--- src/rtl/enemy_formation_ctrl.sv ---
// Invader formation sequencer: owns the formation origin, alive mask, march
// direction and animation phase, stepping once every MOVE_DIV frame ticks.
module enemy_formation_ctrl #(
    parameter int COLS     = 8,
    parameter int ROWS     = 4,
    parameter int SPACING  = 32,
    parameter int SPRITE_W = 24,
    parameter int STEP_X   = 4,
    parameter int STEP_Y   = 16,
    parameter int MOVE_DIV = 8,
    parameter int X_START  = 64,
    parameter int Y_START  = 32,
    parameter int X_MIN    = 8,
    parameter int X_MAX    = 631,
    parameter int Y_LIMIT  = 400,
    localparam int N       = ROWS * COLS,
    localparam int IW      = (N > 1) ? $clog2(N) : 1
) (
    input  logic          clk,
    input  logic          reset,
    input  logic          frame_tick,
    input  logic          restart,
    input  logic          kill_valid,
    input  logic [IW-1:0] kill_idx,
    output logic [9:0]    base_x,
    output logic [9:0]    base_y,
    output logic [N-1:0]  alive_mask,
    output logic          anim_frame,
    output logic          step_pulse,
    output logic          wave_clear,
    output logic          reached_bottom
);
    localparam int CW = (COLS > 1) ? $clog2(COLS) : 1;
    localparam int RW = (ROWS > 1) ? $clog2(ROWS) : 1;
    localparam int FW = (MOVE_DIV > 1) ? $clog2(MOVE_DIV) : 1;

    typedef enum logic [2:0] {MARCH_R, MARCH_L, DESC_TO_L, DESC_TO_R, HALT} state_t;

    state_t         state_reg, state_next;
    logic [9:0]     base_x_reg, base_x_next;
    logic [9:0]     base_y_reg, base_y_next;
    logic [N-1:0]   alive_reg, alive_next;
    logic           anim_reg, anim_next;
    logic           step_reg, step_next;
    logic           clear_reg, clear_next;
    logic           bottom_reg, bottom_next;
    logic [FW-1:0]  fcnt_reg, fcnt_next;

    logic [COLS-1:0] col_any;
    logic [ROWS-1:0] row_any;
    logic [CW-1:0]   lcol, rcol;
    logic [RW-1:0]   brow;
    logic            step_tick, go_right;
    logic [10:0]     right_ext, left_ext, bottom_ext;

    // Occupancy per column and per row, from the mask before this cycle's kill
    genvar gi;
    generate
        for (gi = 0; gi < COLS; gi++) begin : g_col
            logic [ROWS-1:0] bits;
            for (genvar gr = 0; gr < ROWS; gr++) begin : g_bit
                assign bits[gr] = alive_reg[gr*COLS + gi];
            end
            assign col_any[gi] = |bits;
        end
        for (gi = 0; gi < ROWS; gi++) begin : g_row
            assign row_any[gi] = |alive_reg[gi*COLS +: COLS];
        end
    endgenerate

    always_comb begin
        lcol = '0;
        rcol = '0;
        brow = '0;
        for (int c = COLS - 1; c >= 0; c--) if (col_any[c]) lcol = CW'(c);
        for (int c = 0; c < COLS; c++)      if (col_any[c]) rcol = CW'(c);
        for (int r = 0; r < ROWS; r++)      if (row_any[r]) brow = RW'(r);
    end

    assign step_tick = frame_tick && (fcnt_reg == FW'(MOVE_DIV - 1));
    assign go_right  = (state_reg == MARCH_R) || (state_reg == DESC_TO_R);
    assign right_ext = {1'b0, base_x_reg} + 11'(rcol) * 11'(SPACING)
                     + 11'(SPRITE_W - 1 + STEP_X);
    assign left_ext  = {1'b0, base_x_reg} + 11'(lcol) * 11'(SPACING);

    always_comb begin
        state_next  = state_reg;
        base_x_next = base_x_reg;
        base_y_next = base_y_reg;
        alive_next  = alive_reg;
        anim_next   = anim_reg;
        step_next   = 1'b0;
        clear_next  = clear_reg;
        bottom_next = bottom_reg;
        fcnt_next   = fcnt_reg;
        bottom_ext  = '0;
        if (state_reg != HALT) begin
            if (state_reg == DESC_TO_L) state_next = MARCH_L;
            if (state_reg == DESC_TO_R) state_next = MARCH_R;
            if (frame_tick) fcnt_next = step_tick ? '0 : fcnt_reg + 1'b1;
            if (step_tick) begin
                anim_next = ~anim_reg;
                step_next = 1'b1;
                if (go_right) begin
                    if (right_ext > 11'(X_MAX)) begin
                        base_y_next = base_y_reg + 10'(STEP_Y);
                        state_next  = DESC_TO_L;
                    end else begin
                        base_x_next = base_x_reg + 10'(STEP_X);
                    end
                end else begin
                    if (left_ext < 11'(X_MIN + STEP_X)) begin
                        base_y_next = base_y_reg + 10'(STEP_Y);
                        state_next  = DESC_TO_R;
                    end else begin
                        base_x_next = base_x_reg - 10'(STEP_X);
                    end
                end
                bottom_ext = {1'b0, base_y_next} + 11'(brow) * 11'(SPACING) + 11'(SPRITE_W);
                if (bottom_ext >= 11'(Y_LIMIT)) begin
                    bottom_next = 1'b1;
                    state_next  = HALT;
                end
            end
            if (kill_valid && (int'(kill_idx) < N)) alive_next[kill_idx] = 1'b0;
            if (alive_next == '0) begin
                clear_next = 1'b1;
                state_next = HALT;
            end
        end
    end

    always_ff @(posedge clk) begin
        if (reset || restart) begin
            state_reg  <= MARCH_R;
            base_x_reg <= 10'(X_START);
            base_y_reg <= 10'(Y_START);
            alive_reg  <= '1;
            anim_reg   <= 1'b0;
            step_reg   <= 1'b0;
            clear_reg  <= 1'b0;
            bottom_reg <= 1'b0;
            fcnt_reg   <= '0;
        end else begin
            state_reg  <= state_next;
            base_x_reg <= base_x_next;
            base_y_reg <= base_y_next;
            alive_reg  <= alive_next;
            anim_reg   <= anim_next;
            step_reg   <= step_next;
            clear_reg  <= clear_next;
            bottom_reg <= bottom_next;
            fcnt_reg   <= fcnt_next;
        end
    end

    assign base_x         = base_x_reg;
    assign base_y         = base_y_reg;
    assign alive_mask     = alive_reg;
    assign anim_frame     = anim_reg;
    assign step_pulse     = step_reg;
    assign wave_clear     = clear_reg;
    assign reached_bottom = bottom_reg;
endmodule

--- config.mk ---
export PLATFORM = sky130hd
export DESIGN_NAME = enemy_formation_ctrl
export DESIGN_NICKNAME = d
export VERILOG_FILES = /design/src/rtl/enemy_formation_ctrl.sv
export SDC_FILE = /design/constraint.sdc
export NUM_CORES = 1
export LEC_CHECK = 0
export BUFFER_PORTS_ARGS = -buffer_cell sky130_fd_sc_hd__buf_4
export CORE_AREA = 4 4 82 100
export CTS_BUF_LIST = sky130_fd_sc_hd__clkbuf_4 sky130_fd_sc_hd__clkbuf_8 sky130_fd_sc_hd__clkbuf_16
export DETAILED_ROUTE_END_ITERATION = 10
export DIE_AREA = 0 0 86 104
export GPL_ROUTABILITY_DRIVEN = 0
export PLACE_DENSITY = 0.76
export SYNTH_ARGS = -nofsm -noshare
export SYNTH_HDL_FRONTEND = slang
export SYNTH_SLANG_ARGS = --single-unit
--- constraint.sdc ---
create_clock -name clk -period 5.85 [get_ports clk]
set_input_delay 0.2925 -clock clk [delete_from_list [all_inputs] [get_ports clk]]
set_output_delay 0.2925 -clock clk [all_outputs]
set_load 0.05 [all_outputs]
==> qor.csv <==
stage;metric;value;unit
status;status;completed;
logic_synthesis;synth_edf_count;0;
route;first_pass_iters;6;
logic_synthesis;synth_top_family_by_area;simple AND/OR/NAND/NOR gates;
global_route;grt_max_degree;38;
worst_setup_path;worstPathArrival;5.84;ns
route;wl_met3;881;um
cts;htree_levels;2;
worst_setup_path;critPathTopFamily;simple AND/OR/NAND/NOR gates;
die;die_w;86;um
route;wl_met2;5490;um
worst_setup_path;worstPathRequired;6.10;ns
worst_setup_path;slowest_stage;or4_1;
logic_synthesis;syn_inst;454;
route;detail-route-antenna-nets;0;
place;pre_cts_ws;0.0606;ns
sta;finClkSkew;0.00840;ns
sta;setup_slack;0.257;ns
place;dp_cells;605;
flow_run;maxCapViolations;0;
logic_synthesis;ys_warn_count;0;
min_path;holdPathEnd;fcnt_reg[1];
worst_setup_path;rr_startpoint;alive_mask[12];
logic_synthesis;synth.most_common_cell;o21ai_0;
die;core-area;0.00719;sq mm
global_route;grt_usage;24.7;%
worst_setup_path;crit_path_start_kind;register;
route;viasPerCell;6.22;
logic_synthesis;post_synth_num_cell_types;63;
route;detail_route.iter0.violations;243;
route;route.detailed.drc;0;
layout;diodes;0;
worst_setup_path;cp-end-kind;register;
route;wl_per_cell;18.0;um
pwr;leakagePower;1.60;nW
global_route;grt_pass1_vias;3743;
die;die_area;0.00894;sq mm
worst_setup_path;crit_type;register to register;
place;post-dp-hpwl;8190;um
min_path;min_path_type;input port to register;
logic_synthesis;postSynthAreaPerCell;7.96;sq um
global_route;grt_overflow;0;
sta;relSlewSlack;32.8;%
cts;cts_buffer_depth;2;
layout;layout-drive-gt1-share;22.3;%
pwr;powerDensity;151;mW/mm^2
route;wl_met1;4210;um
logic_synthesis;synth-compound-area-share;23.5;%
cts;path_clk_slew;0.11;ns
logic_synthesis;synthTopCellsByCount;o21ai_0, nand2_1, dfxtp_1;
layout;fin_nets;556;
route;routed_wl;11000;um
pwr;ir_worst_vdd;131;uV
sta;slew_violations;0;
logic_synthesis;yosys.area.top_type;dfxtp_1;
place;io_buffers;59;
logic_synthesis;muxShareOfSynthArea;0.588;%
logic_synthesis;synth_fa_ha_area_share;8.58;%
logic_synthesis;synth-xor-area-share;5.33;%
worst_setup_path;rr_worst_depth;22;
die;initial_core_util;50.3;%
cts;root_buffer;clkbuf_8;
global_route;grt_pass1_wl;18100;um
global_route;antenna_found_initial;0;
layout;instances_no_fill;614;
layout;design_area;0.00437;sq mm
logic_synthesis;synth_seq_area_share;31.0;%
route;top_layer;met4;
sta;setup_viol;0;
layout;largest_reg_flops;32;
worst_setup_path;worstPathCellList;or4_1 > o21ai_1 > nand2_1 > a21boi_1 > ha_2 > fa_1 > nor4_1 > nand2_1 > o21ai_4 > o31ai_4 > nor2_2 > mux2_2 > fa_2 > xor2_2 > xnor2_2 > xnor2_1 > or4_1 > a21oi_2 > nor4b_1 > o211ai_1 > a21oi_2 > nor4_2;
die;ioPinCount;66;
cts;insertion_delay;0.32;ns
worst_setup_path;cp_num_buf_inv;0;
die;die_h;104;um
logic_synthesis;synthTopCellsByArea;dfxtp_1, o21ai_0, ha_1;
cts;cts_hold_buf;0;
worst_setup_path;crit_fanout;9;
worst_setup_path;regToRegSetupSlack;0.26;ns
sta;hold_viol;0;
cts;cts_buffers;5;
min_path;hold_depth;3;
sta;period_needed;5.59;ns
die;rows;34;
sta;worst_slew_pin_slew;1.00;ns
cts;cts_tree;built;
cts;cts_sinks;56;
layout;syn2layout_area_growth;20.9;%
logic_synthesis;async_flop_share;0;%
logic_synthesis;synthesis.area;0.00362;sq mm
logic_synthesis;yosys.area.top_type_share;31.0;%
min_path;min_from;frame_tick;
sta;timing.final.crit_share;95.6;%
logic_synthesis;yosys.area_share.simple;27.1;%
logic_synthesis;ys_ff_latch;56;
sta;hold_ws;0.283;ns
worst_setup_path;startpoint;alive_mask[12];
place;placed_area;0.00422;sq mm
sta;fmax;0.179;GHz
route;vias;3818;
worst_setup_path;cpPeakStageDelay;0.57;ns
logic_synthesis;synthFlopType;dfxtp_1;
worst_setup_path;reg2reg_to;state_reg[0];
-- layer usage --
layer  up-vias  GRT usage, %
li1       1787             -
met1      1792          29.4
met2       195          42.6
met3        44          4.12
met4         0          11.1
met5         -             0
-- metrics by stage --
stage                     TNS, ns  power, mW  util [%]
after floorplan                 0      0.426         -
after global placement          0      0.439      58.7
after detailed placement        0      0.440      58.7
after CTS                       0      0.669      60.0
after global routing      -0.0704      0.685      60.8
final                           0      0.660      60.8
-- tightest hold or removal path, cell delays in order --
cell and delay (ns):
buf_4 0.13, nand3_1 0.08, a21oi_1 0.06
-- report_power, final --
group | internal [mW] | switching (mW)
clock | 0.0877 | 0.139
combinational | 0.0120 | 0.0370
sequential | 0.383 | 0.00155
total | 0.482 | 0.178
-- layout make-up --
class | instances | area [sq um]
clock buffer | 5 | 68.8
timing repair buffer | 78 | 586
inverter | 8 | 30.0
sequential | 56 | 1120
clock inverter | 3 | 25.0
tap | 90 | 113
fill | 652 | 2820
multi-input combinational | 374 | 2430
-- logic make-up (layout without fill, tap and decap cells) --
family	Yosys count	count (layout)
compound gates	136	136
flops	56	56
fa+ha+maj	23	23
xor+xnor	22	22
simple gates	185	185
buf+inv	29	94
other cells	1	6
mux	2	2
-- timing repair --
item,4_1_cts,5_1_grt
setup endpoints to repair,0,4
buffers inserted,0,1
gates resized for setup,0,13
-- layout by cell type, fill, tap and decap left out, drive strengths merged, types with 4 or more instances in the layout --
cell type  instances
a21oi             24
buf               78
clkbuf             5
conb               6
dfxtp             56
ha                20
inv               10
nand2             62
nand2b             8
nand3             12
nand3b             5
nand4             12
nor2              28
nor2b              5
nor3               8
nor4              18
o211ai             7
o21a               4
o21ai             75
or3                5
or3b               4
or4                5
xnor2             15
xor2               7
-- worst max-delay path by stage --
stage,end,cells after the start
3_3_place_gp,state_reg[0],22
3_5_place_dp,state_reg[0],23
2_1_floorplan,state_reg[0],22
6_report,state_reg[0],22
4_1_cts,state_reg[0],23
5_1_grt,state_reg[0],22
No activity file was read; power rests on OpenSTA's default activity.
